--- src/rtl/ms_uart_pkg.sv ---
// UART receiver shared types and constants.
// Oversampling geometry and FSM state encoding.
package ms_uart_pkg;

  typedef enum logic [2:0] {
    IDLE,
    START,
    DATA,
    PARITY,
    STOP
  } state_t;

  localparam int OVS       = 16;
  localparam int SMP0      = 7;
  localparam int SMP1      = 8;
  localparam int SMP2      = 9;
  localparam int DATA_BITS = 8;

  localparam logic [3:0] TICK_LAST = 4'(OVS - 1);
  localparam logic [3:0] TICK_S0   = 4'(SMP0);
  localparam logic [3:0] TICK_S1   = 4'(SMP1);
  localparam logic [3:0] TICK_S2   = 4'(SMP2);
  localparam logic [2:0] BIT_LAST  = 3'(DATA_BITS - 1);

  function automatic logic maj3(
    input logic a,
    input logic b,
    input logic c
  );
    return (a & b) | (a & c) | (b & c);
  endfunction

endpackage

--- src/rtl/ms_uart_rx_if.sv ---
// Receiver output bundle: data, strobes and status.
// master drives it, slave (RX FIFO side) observes it.
interface ms_uart_rx_if;

  logic [7:0] rx_data;
  logic       rx_valid;
  logic       frame_err;
  logic       parity_err;
  logic       busy;

  modport master (
    output rx_data,
    output rx_valid,
    output frame_err,
    output parity_err,
    output busy
  );

  modport slave (
    input rx_data,
    input rx_valid,
    input frame_err,
    input parity_err,
    input busy
  );

endinterface

--- src/rtl/ms_uart_baudgen.sv ---
// Baud tick divider: one tick every prescale+1 cycles.
// Shared between receiver and transmitter.
module ms_uart_baudgen (
  input  logic        clk,
  input  logic        rst,
  input  logic        en,
  input  logic [15:0] prescale,
  output logic        tick
);

  logic [15:0] r_cnt;
  logic        w_wrap;

  // >= lets a lowered prescale take effect without a long wrap
  assign w_wrap = (r_cnt >= prescale);
  assign tick   = en & (r_cnt == prescale);

  always_ff @(posedge clk) begin
    if (rst || !en) begin
      r_cnt <= '0;
    end else if (w_wrap) begin
      r_cnt <= '0;
    end else begin
      r_cnt <= r_cnt + 16'd1;
    end
  end

endmodule

--- src/rtl/ms_uart_rx.sv ---
// UART receiver: 16x oversampling, 2-of-3 vote, parity.
// Emits registered one-cycle strobes per frame.
module ms_uart_rx
  import ms_uart_pkg::*;
#(
  parameter int SYNC_STAGES = 2
) (
  input  logic        clk,
  input  logic        rst,
  input  logic        en,
  input  logic [15:0] prescale,
  input  logic        parity_en,
  input  logic        parity_odd,
  input  logic        RX,
  ms_uart_rx_if.master rx_if
);

  logic [SYNC_STAGES-1:0] r_sync;
  logic                   w_rx;
  logic                   w_tick;

  state_t     r_state, w_state_n;
  logic [3:0] r_tick,  w_tick_n;
  logic [2:0] r_bit,   w_bit_n;
  logic [7:0] r_shift, w_shift_n;
  logic       r_s7,    w_s7_n;
  logic       r_s8,    w_s8_n;
  logic       r_pen,   w_pen_n;
  logic       r_podd,  w_podd_n;
  logic       r_pbad,  w_pbad_n;
  logic       r_armed, w_armed_n;
  logic [7:0] r_data,  w_data_n;
  logic       r_valid, w_valid_n;
  logic       r_ferr,  w_ferr_n;
  logic       r_perr,  w_perr_n;
  logic       w_maj;

  ms_uart_baudgen u_baud (
    .clk      (clk),
    .rst      (rst),
    .en       (en),
    .prescale (prescale),
    .tick     (w_tick)
  );

  always_ff @(posedge clk) begin
    if (rst) begin
      r_sync <= '1;
    end else begin
      r_sync <= {r_sync[SYNC_STAGES-2:0], RX};
    end
  end

  assign w_rx  = r_sync[SYNC_STAGES-1];
  assign w_maj = maj3(r_s7, r_s8, w_rx);

  always_ff @(posedge clk) begin
    if (rst) begin
      r_state <= IDLE;
      r_tick  <= '0;
      r_bit   <= '0;
      r_shift <= '0;
      r_s7    <= 1'b1;
      r_s8    <= 1'b1;
      r_pen   <= 1'b0;
      r_podd  <= 1'b0;
      r_pbad  <= 1'b0;
      r_armed <= 1'b0;
      r_data  <= '0;
      r_valid <= 1'b0;
      r_ferr  <= 1'b0;
      r_perr  <= 1'b0;
    end else begin
      r_state <= w_state_n;
      r_tick  <= w_tick_n;
      r_bit   <= w_bit_n;
      r_shift <= w_shift_n;
      r_s7    <= w_s7_n;
      r_s8    <= w_s8_n;
      r_pen   <= w_pen_n;
      r_podd  <= w_podd_n;
      r_pbad  <= w_pbad_n;
      r_armed <= w_armed_n;
      r_data  <= w_data_n;
      r_valid <= w_valid_n;
      r_ferr  <= w_ferr_n;
      r_perr  <= w_perr_n;
    end
  end

  always_comb begin
    w_state_n = r_state;
    w_tick_n  = r_tick;
    w_bit_n   = r_bit;
    w_shift_n = r_shift;
    w_s7_n    = r_s7;
    w_s8_n    = r_s8;
    w_pen_n   = r_pen;
    w_podd_n  = r_podd;
    w_pbad_n  = r_pbad;
    w_armed_n = r_armed;
    w_data_n  = r_data;
    w_valid_n = 1'b0;
    w_ferr_n  = 1'b0;
    w_perr_n  = 1'b0;

    if (!en) begin
      w_state_n = IDLE;
      w_tick_n  = '0;
      w_bit_n   = '0;
      w_armed_n = 1'b0;
    end else if (w_tick) begin
      if (r_state != IDLE) begin
        w_tick_n = r_tick + 4'd1;
        if (r_tick == TICK_S0) w_s7_n = w_rx;
        if (r_tick == TICK_S1) w_s8_n = w_rx;
      end
      unique case (r_state)
        IDLE: begin
          w_tick_n = '0;
          // a break must see the line high before re-arming
          if (!w_rx && r_armed) begin
            w_state_n = START;
            w_armed_n = 1'b0;
          end else if (w_rx) begin
            w_armed_n = 1'b1;
          end
        end
        START: begin
          if (r_tick == TICK_S2 && w_maj) begin
            w_state_n = IDLE;
            w_tick_n  = '0;
          end else if (r_tick == TICK_LAST) begin
            w_state_n = DATA;
            w_bit_n   = '0;
            w_pen_n   = parity_en;
            w_podd_n  = parity_odd;
            w_pbad_n  = 1'b0;
          end
        end
        DATA: begin
          if (r_tick == TICK_S2) w_shift_n = {w_maj, r_shift[7:1]};
          if (r_tick == TICK_LAST) begin
            if (r_bit == BIT_LAST) begin
              w_state_n = r_pen ? PARITY : STOP;
            end else begin
              w_bit_n = r_bit + 3'd1;
            end
          end
        end
        PARITY: begin
          if (r_tick == TICK_S2) w_pbad_n = w_maj ^ (^r_shift) ^ r_podd;
          if (r_tick == TICK_LAST) w_state_n = STOP;
        end
        STOP: begin
          if (r_tick == TICK_S2) begin
            w_state_n = IDLE;
            w_tick_n  = '0;
            if (!w_maj) begin
              w_ferr_n = 1'b1;
            end else if (r_pbad) begin
              w_perr_n = 1'b1;
            end else begin
              w_valid_n = 1'b1;
              w_data_n  = r_shift;
            end
          end
        end
        default: w_state_n = IDLE;
      endcase
    end
  end

  assign rx_if.rx_data    = r_data;
  assign rx_if.rx_valid   = r_valid;
  assign rx_if.frame_err  = r_ferr;
  assign rx_if.parity_err = r_perr;
  assign rx_if.busy       = (r_state != IDLE);

endmodule
--- src/flat_wrapper.sv ---
// flat-port wrapper written by rule: the top's interface ports become plain ports
module ms_uart_rx_flat import ms_uart_pkg::*;
#(
  parameter int SYNC_STAGES = 2
)
  (clk, rst, en, prescale, parity_en, parity_odd, RX, rx_if_rx_data, rx_if_rx_valid, rx_if_frame_err, rx_if_parity_err, rx_if_busy);
  ms_uart_rx_if rx_if_i ();
  input  logic clk;
  input  logic rst;
  input  logic en;
  input  logic [15:0] prescale;
  input  logic parity_en;
  input  logic parity_odd;
  input  logic RX;
  output wire logic [$bits(rx_if_i.rx_data)-1:0] rx_if_rx_data;
  output wire logic [$bits(rx_if_i.rx_valid)-1:0] rx_if_rx_valid;
  output wire logic [$bits(rx_if_i.frame_err)-1:0] rx_if_frame_err;
  output wire logic [$bits(rx_if_i.parity_err)-1:0] rx_if_parity_err;
  output wire logic [$bits(rx_if_i.busy)-1:0] rx_if_busy;
  assign rx_if_rx_data = rx_if_i.rx_data;
  assign rx_if_rx_valid = rx_if_i.rx_valid;
  assign rx_if_frame_err = rx_if_i.frame_err;
  assign rx_if_parity_err = rx_if_i.parity_err;
  assign rx_if_busy = rx_if_i.busy;
  ms_uart_rx #(.SYNC_STAGES(SYNC_STAGES)) u_core (.clk(clk), .rst(rst), .en(en), .prescale(prescale), .parity_en(parity_en), .parity_odd(parity_odd), .RX(RX), .rx_if(rx_if_i));
endmodule
--- config.mk ---
export PLATFORM = sky130hd
export DESIGN_NAME = ms_uart_rx_flat
export DESIGN_NICKNAME = d
export VERILOG_FILES = /design/src/rtl/ms_uart_pkg.sv /design/src/rtl/ms_uart_rx_if.sv /design/src/rtl/ms_uart_baudgen.sv /design/src/rtl/ms_uart_rx.sv /design/src/flat_wrapper.sv
export SDC_FILE = /design/constraint.sdc
export NUM_CORES = 1
export LEC_CHECK = 0
export CAP_MARGIN = 20
export CORE_MARGIN = 2
export CORE_UTILIZATION = 51
export DETAILED_ROUTE_END_ITERATION = 8
export PLACE_DENSITY_LB_ADDON = 0.2
export SKIP_CTS_REPAIR_TIMING = 1
export SLEW_MARGIN = 10
export SYNTH_ARGS = -nofsm -noshare
export SYNTH_HDL_FRONTEND = slang
export SYNTH_SLANG_ARGS = --single-unit
--- constraint.sdc ---
create_clock -name clk -period 2.3 [get_ports clk]
set_input_delay 0.46 -clock clk [delete_from_list [all_inputs] [get_ports clk]]
set_output_delay 0.46 -clock clk [all_outputs]
set_load 0.01 [all_outputs]
# --- After elaboration in Yosys (flattened, before gate mapping) ---
# Index checks and enable logic that the tools add are counted.
word_totals:
  elab_cells: 106
  inputBits: 22
  out_inout_bits: 12
  reg_bits: 53
op_classes:
  muxes: 27
  order_cmp: 1
  reduce_logical: 24
  addsub: 3
  bitwise: 15
  n_eq_ne: 20
op_table:
  columns: ["op", "count"]
  rows:
  - ["$mux W3", 12]
  - ["$reduce_and A6 Y1", 3]
  - ["$add A16 B1 Y16 const B", 1]
  - ["$eq A16 B16 Y1", 1]
  - ["$ge A16 B16 Y1", 1]
  - ["$pmux W3 S5", 1]
  - ["$ne A2 B1 Y1 const B", 7]
  - ["$eq A4 B4 Y1 const B", 3]
  - ["$mux W4", 3]
  - ["$pmux W4 S3", 1]
  - ["$reduce_and A4 Y1", 3]
  - ["$mux W1", 8]
  - ["$reduce_xor A8 Y1", 1]
  - ["$not A1 Y1", 7]
  - ["$reduce_and A7 Y1", 1]
  - ["$eq A3 B2 Y1 const B", 2]
  - ["$eq A3 B3 Y1 const B", 2]
  - ["$pmux W3 S2", 1]
  - ["$reduce_bool A2 Y1", 3]
  - ["$reduce_or A6 Y1", 1]
  - ["$reduce_and A5 Y1", 1]
  - ["$reduce_or A5 Y1", 1]
  - ["$add A4 B1 Y4 const B", 1]
  - ["$and A1 B1 Y1", 4]
  - ["15 further kinds", 21]

# --- Depth between registers and ports, before layout ---
# Gate-level depths: netlist of the first run.
logic_depth:
  ltp_word: 7
  mapped_depth: 9
  mapped_depth_nobuf: 7

# --- By module ---
# A second synthesis of the first run with hierarchy kept.
unflattened:
  hier_cells: 329
  hier_area_um2: 2974.1
by_module_without_submodules:
  columns: ["module", "cells_per_inst", "seq_area_each_um2", "n_inst", "area_each_um2"]
  rows:
  - ["ms_uart_rx", 195, 740.7, 1, 1830.5]
  - ["ms_uart_baudgen", 134, 320.3, 1, 1143.6]

# --- Least setup slack after synthesis of the first run ---
# Ideal clock, no wire load.
synth_path:
  path_type: "in2reg"
  start: "in prescale[3]"
  end: "reg u_core.r_shift[7]"
  cell_stages: 8
  setup_ps: 128
  arrival_ps: 2228
  path_buffers: 1
  t_required_ps: 2172
  path_slack_ps: -55
  path_cell_list: "inv_1 ha_1 nand4_1 or3_1 buf_2 nor4_4 mux2i_1 nor2_1"
synth_via:
  elab_chain_len: 3
synth_lines:
  columns: ["element", "line_no", "rtl"]
  rows:
  - ["start, declared", "flat_wrapper.sv:11", "input logic [15:0] prescale;"]
  - ["$eq A16 B16 Y1", "ms_uart_baudgen.sv:16", "assign tick = en & (r_cnt == prescale);"]
  - ["$and A1 B1 Y1", "ms_uart_baudgen.sv:16", null]
  - ["$reduce_and A4 Y1 (no line)", null, null]
  - ["end signal, assigned", "ms_uart_rx.sv:77", "r_shift <= w_shift_n;"]
  - ["end, declared", "ms_uart_rx.sv:25", "logic [7:0] r_shift, w_shift_n;"]
# Every way passes these cells.
# A chain may end at the register's enable or synchronous reset.

# --- Worst setup path after layout of the first run ---
layout_path:
  start: "in prescale[13]"
  end: "reg u_core.r_bit[0]"
layout_via:
  elab_chain_len: 3
layout_lines:
  columns: ["element", "line_no", "rtl"]
  rows:
  - ["$eq A16 B16 Y1", "ms_uart_baudgen.sv:16", null]
  - ["$and A1 B1 Y1", "ms_uart_baudgen.sv:16", null]
  - ["$reduce_and A6 Y1 (no line)", null, null]
  - ["end signal, assigned", "ms_uart_rx.sv:76", "r_bit <= w_bit_n;"]
  - ["end, declared", "ms_uart_rx.sv:24", "logic [2:0] r_bit, w_bit_n;"]
# Every way passes these cells.

==> flow_summary.json, run 1 <==
{
  "post-route-util_pct": 71.7,
  "finalHoldViolations": 0,
  "min_period_ps": 2270,
  "globalplace.congestion": 0.901,
  "switching_power_mw": 0.382,
  "p_clk_share_pct": 33.5,
  "setup_violations": 0,
  "io_pins": 34,
  "dpl-instance-area_sq_mm": 0.00358,
  "fp-row-count": 27,
  "cp_num_buf_inv": 3,
  "status": "finished clean",
  "core_sq_mm": 0.00557,
  "ys_ff_latch": 53,
  "cts_root_buffer": "clkbuf_8",
  "maxSlewHeadroom_pct": 75.8,
  "synthFlopType": "dfxtp_1",
  "avgSynthCellArea_sq_um": 8.77,
  "htree_num_levels": 2,
  "dp_hpwl_mm": 4.76,
  "cts_buffers": 5,
  "cpLargestDelayFamily": "simple AND/OR/NAND/NOR gates",
  "clock_latency_ps": 310,
  "crit_arrival_ps": 2510,
  "track_usage_pct": 21.1,
  "critPathRequiredTime_ps": 2550,
  "die_w_um": 80.4,
  "wirelength_mm": 6.92,
  "portBuffers": 33,
  "syn_inst": 339,
  "cts.clk_slew.worst_paths_ps": 100,
  "route.detailed.drc": 0,
  "num_antenna_cells": 0,
  "critPathMaxFanout": 5,
  "ys_seq_area_share_pct": 35.7,
  "finalHoldWorstSlack_ps": 427,
  "max_slew.worst_pin.slew_ps": 354,
  "synth_edf_count": 0,
  "area_growth_pct": 34.5,
  "nFillCells": 416,
  "ir_worst_vdd_uv": 312,
  "grt_pass1_vias": 2452,
  "power.density_mw_per_mm2": 399,
  "cts_tree": "done",
  "min_period_over_period_pct": 98.5,
  "cpMaxStageDelayCell": "clkdlybuf4s50_1",
  "grt_max_degree": 22,
  "fp.dieArea_sq_mm": 0.00646,
  "synth.yosys.warnings": 0,
  "combPwrFrac_pct": 8.6,
  "dr.pass1.iters": 4,
  "antenna_found_initial": 0,
  "p_int_mw": 1.21,
  "layout.nets": 442,
  "clock_sinks": 53,
  "grt_pass1_wl_mm": 10.7,
  "clockBufferDepth": 2,
  "ys_types": 47,
  "dieHeight_um": 80.4,
  "avgRoutedWirePerCell_um": 14.7,
  "drt_iter0_markers": 154,
  "slew_violations": 0,
  "finClkSkew_ps": 10.8,
  "cp-start-kind": "input port",
  "final_area_sq_mm": 0.00400,
  "crit_type": "input port to register",
  "cap_viol_max_count": 0,
  "drive_gt1_share_pct": 21.8,
  "max_stage_delay_ps": 480,
  "async_reset_ff_share_pct": 0,
  "vias": 2551,
  "cp-end-kind": "register",
  "overflow": 0,
  "drtAntennaViolNets": 0,
  "synth_nets": 383,
  "critical_path.cell_chain": "clkdlybuf4s50_1, inv_2, ha_4, nand4_4, nor4_4, buf_4, o2111ai_4, or3_1, a21oi_2",
  "start_util_pct": 53.4,
  "leakage_nw": 1.61,
  "netSwitchingFraction_pct": 24.0,
  "viasPerCell": 5.42,
  "power_frac_seq_pct": 57.9,
  "fmaxAchievable_mhz": 441,
  "synth_area_sq_mm": 0.00297,
  "hold_path_class": "register to register"
}
## power groups by stage
stage	combinational [mW]	clock (mW)	sequential [mW]
5_1_grt	0.149	0.590	0.924
2_1_floorplan	0.0507	0	0.944
3_3_place_gp	0.112	0	0.944
4_1_cts	0.114	0.553	0.923
6_report	0.138	0.533	0.923
3_5_place_dp	0.113	0	0.944
## cell usage in the layout, fill, tap and decap left out, drive strengths merged, types with 8 or more instances in the layout
cell type,instances
xnor2,16
nor2,21
clkdlybuf4s50,18
nand2,19
mux2i,24
nor3,24
nand3,8
a21oi,10
dlymetal6s2s,15
nand2b,19
buf,35
nand4,11
ha,22
dfxtp,53
inv,27
## kinds of logic (layout without fill, tap and decap cells)
family	after synthesis	count (layout)	share of synthesized area (%)
AO/OA/AOI/OAI	37	37	8.84
XOR/XNOR	23	23	6.77
adder cells (fa/ha/maj)	23	23	9.59
buffers and inverters	43	103	5.55
flip-flops	53	53	35.7
multiplexers	24	24	8.08
AND/OR/NAND/NOR	136	136	25.5
## per-stage QoR
stage | TNS [ps] | setup WS, ps | total power, mW | instances
6_report | 0 | 33.5 | 1.59 | 471
5_1_grt | -335 | -84.4 | 1.66 | 471
4_1_cts | -1800 | -161 | 1.59 | 464
3_5_place_dp | -16440 | -500 | 1.06 | 456
3_3_place_gp | -14070 | -388 | 1.06 | 456
2_1_floorplan | 0 | 18.3 | 0.994 | 339
## state kept, by name (all words and copies together), names as in the netlist
signal	cells
u_core.r_armed	1
u_core.r_podd	1
u_core.rx_if.frame_err	1
u_core.rx_if.rx_data	8
u_core.r_tick	4
u_core.rx_if.rx_valid	1
u_core.r_bit	3
u_core.u_baud.r_cnt	16
u_core.r_state	3
u_core.rx_if.parity_err	1
u_core.r_pbad	1
u_core.r_s8	1
u_core.r_pen	1
u_core.r_shift	8
u_core.r_s7	1
u_core.r_sync	2
## cells in the mapped netlist, types with 2 or more instances
| cell | count | share of area (%) |
|---|---|---|
| nor4_1 | 3 | 0.63 |
| mux2i_1 | 24 | 8.1 |
| and4_1 | 2 | 0.59 |
| inv_1 | 27 | 3.4 |
| nand2_1 | 19 | 2.4 |
| nor2b_1 | 3 | 0.63 |
| and3_1 | 5 | 1.1 |
| xor2_1 | 7 | 2.1 |
| a211o_1 | 2 | 0.59 |
| nand4b_1 | 2 | 0.59 |
| a31oi_1 | 2 | 0.42 |
| ha_1 | 22 | 9.3 |
| dfxtp_1 | 53 | 36 |
| nor2_1 | 21 | 2.7 |
| nand2b_1 | 19 | 4.0 |
| a21oi_1 | 10 | 1.7 |
| a21o_1 | 5 | 1.3 |
| nand3b_1 | 4 | 1.0 |
| xnor2_1 | 16 | 4.7 |
| nand4_1 | 10 | 2.1 |
| buf_2 | 3 | 0.50 |
| nand3_1 | 8 | 1.3 |
| nor3_1 | 24 | 4.0 |
| clkbuf_1 | 13 | 1.6 |
| or3_1 | 6 | 1.3 |
| o211ai_1 | 3 | 0.76 |
| o21ai_0 | 4 | 0.67 |
| or2_2 | 3 | 0.63 |
## final cells by class
| class | instances | area [sq um] | area share (%) |
|---|---|---|---|
| clock buffers | 5 | 68.8 | 1.72 |
| inverters | 27 | 101 | 2.53 |
| repair buffers | 68 | 672 | 16.8 |
| multi-input cells | 243 | 1980 | 49.5 |
| clock inverters | 3 | 22.5 | 0.563 |
| flip-flops and latches | 53 | 1070 | 26.7 |
| well taps | 72 | 90.1 | 2.25 |
## per-layer routing
| metal | GRT usage (%) | share of wire [%] | vias up |
|---|---|---|---|
| met4 | 6.10 | 0.77 | 0 |
| li1 | - | - | 1301 |
| met3 | 4.27 | 3.2 | 5 |
| met2 | 36.4 | 51 | 37 |
| met5 | 0 | 0 | - |
| met1 | 26.5 | 45 | 1208 |
## path summary, 6_finish.rpt
| path | cells after the start | slack, ps | start | end |
|---|---|---|---|---|
| worst max-delay path | 9 | 30 | prescale[13] | u_core.r_bit[0] |
| worst min-delay path | 1 | 430 | u_core.r_sync[0] | u_core.r_sync[1] |
| worst max register to register | 8 | 70 | u_core.u_baud.r_cnt[9] | u_core.r_bit[0] |
| worst min register to register | 1 | 430 | u_core.r_sync[0] | u_core.r_sync[1] |
## worst reg2reg max path, cell delays in order (launching register included)
cell and delay [ps]:
dfxtp_2 360, ha_4 260, nand4_1 180, buf_4 210
nor4_4 300, buf_4 200, o2111ai_4 120, or3_1 410
a21oi_2 130
(Power assumes the default switching activity.)
==> run 2, diff against run 1 <==
ABC_CLOCK_PERIOD_IN_PS = 2300   (was not set)
CORE_MARGIN = 8   (was 2)
CORE_UTILIZATION = 50   (was 51)
==> flow_summary.json, run 2 (synthesis gave the netlist of run 1 again) <==
{
  "dpl-instance-area_sq_mm": 0.00356,
  "track_usage_pct": 14.8,
  "num_antenna_cells": 0,
  "globalplace.congestion": 0.866,
  "route.detailed.drc": 0,
  "die_w_um": 93.1,
  "regMostFlops": "u_core.u_baud.r_cnt",
  "grt_pass1_vias": 2370,
  "drt_iter0_markers": 130,
  "cts_buffers": 5,
  "dp_hpwl_mm": 4.71,
  "grt_pass1_wl_mm": 10.8,
  "cts_root_buffer": "clkbuf_8",
  "area_growth_pct": 33.4,
  "clock_latency_ps": 310,
  "dieHeight_um": 93.1,
  "antenna_found_initial": 0,
  "power.density_mw_per_mm2": 409,
  "maxSlewHeadroom_pct": 72.0,
  "r2r_start": "u_core.u_baud.r_cnt[9]",
  "crit_type": "input port to register",
  "finClkSkew_ps": 10.0,
  "worstRegToRegCells": 8,
  "final_area_sq_mm": 0.00397,
  "fin_cells": 467,
  "cp-end-kind": "register",
  "ff2ff_setup_slack_ps": 70,
  "viasPerCell": 5.36,
  "grt_max_degree": 19,
  "min_period_ps": 2250,
  "final_common_cell": "dfxtp_1",
  "leakage_nw": 1.57,
  "cts.clk_slew.worst_paths_ps": 110,
  "fp.dieArea_sq_mm": 0.00867,
  "io_pins": 34,
  "setup_violations": 0,
  "crit_start": "prescale[12]",
  "power.total_mw": 1.62,
  "core_sq_mm": 0.00585,
  "overflow": 0,
  "critPathMaxFanout": 4,
  "drive_gt1_share_pct": 20.2,
  "max_slew.worst_pin.slew_ps": 410,
  "r2r-end": "u_core.r_bit[0]",
  "largest_reg_flops": 16,
  "avgRoutedWirePerCell_um": 14.6,
  "setup_tns_ps": 0,
  "drtAntennaViolNets": 0,
  "fp-row-count": 28,
  "cap_viol_max_count": 0,
  "critPathRequiredTime_ps": 2550,
  "cts_tree": "done",
  "wirelength_mm": 6.80,
  "crit_arrival_ps": 2500,
  "ir_worst_vdd_uv": 227,
  "htree_num_levels": 2,
  "slew_violations": 0,
  "portBuffers": 33,
  "start_util_pct": 50.8,
  "dp_slack_ps": -490,
  "layout_common_cells": "dfxtp_1, mux2i_1, buf_4",
  "finalHoldViolations": 0,
  "hold_path_class": "register to register",
  "layout.nets": 435,
  "dr.pass1.iters": 5,
  "vias": 2505,
  "fmaxAchievable_mhz": 445,
  "clock_sinks": 53,
  "clockBufferDepth": 2,
  "status": "finished clean",
  "worst_slack_ps": 52.3,
  "critPathCapture": "u_core.r_bit[0]",
  "min_period_over_period_pct": 97.7,
  "cp-start-kind": "input port",
  "dp_cells": 456
}
[run 2: cell count changes in the layout (fill, tap and decap cells not counted), moves of 2 or more]
| cell | before | now |
|---|---|---|
| clkinv_4 | 2 | 0 |
| nor3_1 | 24 | 22 |
| dfxtp_2 | 4 | 2 |
| dfxtp_1 | 49 | 51 |
| inv_6 | 0 | 2 |
| buf_4 | 31 | 24 |
| nor3_2 | 0 | 2 |
[run 2: critical path, cell delays in order]
cell and delay [ps]:
clkdlybuf4s50_1 450, inv_1 60, ha_4 280, nand4_4 120
nor4_4 280, buf_4 210, o2111ai_4 110, or3_1 410
a21oi_2 120
[run 2: per-layer routing]
layer	routed length [um]	GRT usage [%]	up-vias
li1	-	-	1285
met3	239	2.88	7
met2	3270	24.8	54
met1	3230	18.8	1159
met5	0	0	-
met4	60	4.16	0
[run 2: worst min path at each step]
stage | start | depth (start not counted) | slack [ps] | end
floorplan | u_core.r_sync[0] | 1 | 390 | u_core.r_sync[1]
global placement | u_core.r_sync[0] | 1 | 390 | u_core.r_sync[1]
detailed placement | u_core.r_sync[0] | 1 | 400 | u_core.r_sync[1]
CTS | u_core.r_sync[0] | 1 | 420 | u_core.r_sync[1]
global route | u_core.r_sync[0] | 1 | 460 | u_core.r_sync[1]
finish | u_core.r_sync[0] | 1 | 440 | u_core.r_sync[1]
[run 2: power by group]
group | switching (mW) | internal, mW | leakage (nW)
Combinational | 0.0617 | 0.0743 | 1.10
Clock | 0.338 | 0.223 | 0.0452
Sequential | 0.00318 | 0.921 | 0.428
[run 2: final cells by class]
cell class	instances	area, sq um
inverters	27	101
well taps	75	93.8
multi-input cells	243	2000
repair buffers	61	617
clock buffers	5	68.8
clock inverters	3	25.0
fillers	438	1880
flip-flops and latches	53	1060
[run 2: per-stage QoR]
step / hold slack, ps / util [%]
2_1_floorplan: 389 / -
3_3_place_gp: 392 / 60.9
3_5_place_dp: 397 / 60.9
4_1_cts: 422 / 62.5
5_1_grt: 463 / 67.8
6_report: 440 / 67.8
==> run 3, diff against run 2 <==
ABC_CLOCK_PERIOD_IN_PS = 1900   (was 2300)
clock period = 1.9 ns   (was 2.3 ns; I/O delays follow)
==> flow_summary.json, run 3 (synthesis gave the netlist of run 1 again) <==
{
  "wirelength_mm": 7.71,
  "violations": "setup timing",
  "num_antenna_cells": 0,
  "fmaxAchievable_mhz": 455,
  "regMostFlops": "u_core.u_baud.r_cnt",
  "dieHeight_um": 93.1,
  "wl_met1_mm": 3.47,
  "finalHoldViolations": 0,
  "ir_worst_vdd_uv": 400,
  "critPathRequiredTime_ps": 2160,
  "power.total_mw": 1.97,
  "htree_num_levels": 2,
  "r2r-end": "u_core.r_bit[0]",
  "viasPerCell": 5.41,
  "vias": 2714,
  "track_usage_pct": 15.7,
  "ff2ff_setup_slack_ps": -300,
  "clockBufferDepth": 2,
  "cts_buffers": 5,
  "drtAntennaViolNets": 0,
  "cp-end-kind": "register",
  "worst_slack_ps": -296,
  "grt_pass1_vias": 2555,
  "cts_tree": "done",
  "rsz0062_at_grt": "true",
  "dr.pass1.iters": 4,
  "fp.dieArea_sq_mm": 0.00867,
  "final_common_cell": "buf_4",
  "dp_hpwl_mm": 5.27,
  "overflow": 0,
  "max_slew.worst_pin.slew_ps": 512,
  "power.density_mw_per_mm2": 446,
  "area_growth_pct": 48.5,
  "worstRegToRegCells": 8,
  "crit_start": "u_core.u_baud.r_cnt[0]",
  "max_stage_delay_ps": 420,
  "r2r_start": "u_core.u_baud.r_cnt[0]",
  "critPathMaxFanout": 5,
  "grt_pass1_wl_mm": 11.3,
  "antenna_found_initial": 0,
  "maxSlewHeadroom_pct": 65.0,
  "slew_violations": 0,
  "portBuffers": 33,
  "finClkSkew_ps": 9.52,
  "crit_type": "register to register",
  "dr_wl_met2_mm": 3.84,
  "io_pins": 34,
  "cp-start-kind": "register",
  "min_period_ps": 2200,
  "critPathCapture": "u_core.r_bit[0]",
  "die_w_um": 93.1,
  "setup_tns_ps": -10920,
  "avgRoutedWirePerCell_um": 15.4,
  "dpl-instance-area_sq_mm": 0.00392,
  "crit_arrival_ps": 2460,
  "drive_gt1_share_pct": 35.6,
  "drt_iter0_markers": 131,
  "core_sq_mm": 0.00585,
  "cts_root_buffer": "clkbuf_8",
  "critical_path.cell_chain": "inv_2, ha_4, nand4_1, nor4_4, buf_4, o2111ai_4, or3_4, a21oi_2",
  "top_layer": "met4",
  "layout_common_cells": "buf_4, dfxtp_1, mux2i_1",
  "clock_sinks": 53,
  "clock_latency_ps": 320,
  "globalplace.congestion": 0.841,
  "layout.nets": 470,
  "final_area_sq_mm": 0.00442,
  "route.detailed.drc": 0,
  "leakage_nw": 1.79,
  "setup_violations": 51,
  "largest_reg_flops": 16,
  "start_util_pct": 50.8,
  "status": "finished with violations",
  "grt_max_degree": 28,
  "min_period_over_period_pct": 116,
  "cts.clk_slew.worst_paths_ps": 110,
  "hold_path_class": "register to register",
  "cap_viol_max_count": 0,
  "fp-row-count": 28,
  "wl_met3_um": 264,
  "cpMaxStageDelayCell": "or3_4"
}
run 3: metal layers:
metal	track usage, %	vias up
li1	-	1352
met1	19.4	1293
met2	25.9	55
met3	3.69	14
met4	6.04	0
met5	0	-
run 3: worst max-delay path, delay by kind of cell (launching register included):
kind            cells  cell delay (ps)
fa+ha+maj           1              240
buf+inv             2              260
simple gates        3             1040
flops               1              350
compound gates      2              250
run 3: per-stage QoR:
step / util, % / setup WS (ps) / hold WS, ps / cells
after CTS: 68.5 / -481 / 422 / 492
after floorplan: - / -258 / 389 / 339
after global placement: 66.9 / -770 / 395 / 484
after global routing: 75.5 / -366 / 442 / 502
after detailed placement: 66.9 / -823 / 398 / 484
final: 75.5 / -296 / 417 / 502
run 3: power breakdown:
part / switching [mW] / internal [mW]
registers: 0.00330 / 1.11
clock network: 0.407 / 0.267
logic: 0.0837 / 0.0969
total: 0.494 / 1.48
run 3: final cells by class:
cell class / count / area [sq um]
Clock buffer: 5 / 68.8
Clock inverter: 3 / 25.0
Fill cell: 394 / 1430
Inverter: 27 / 111
Multi-Input combinational cell: 243 / 2160
Sequential cell: 53 / 1070
Tap cell: 75 / 93.8
Timing Repair Buffer: 96 / 887
run 3: worst min path at each step:
| stage | start | cells after the start | end | slack, ps |
|---|---|---|---|---|
| 3_5_place_dp | u_core.r_sync[0] | 1 | u_core.r_sync[1] | 400 |
| 5_1_grt | u_core.r_sync[0] | 1 | u_core.r_sync[1] | 440 |
| 4_1_cts | u_core.r_sync[0] | 1 | u_core.r_sync[1] | 420 |
| 6_report | u_core.r_sync[0] | 1 | u_core.r_sync[1] | 420 |
| 3_3_place_gp | u_core.r_sync[0] | 1 | u_core.r_sync[1] | 400 |
| 2_1_floorplan | u_core.r_sync[0] | 1 | u_core.r_sync[1] | 390 |
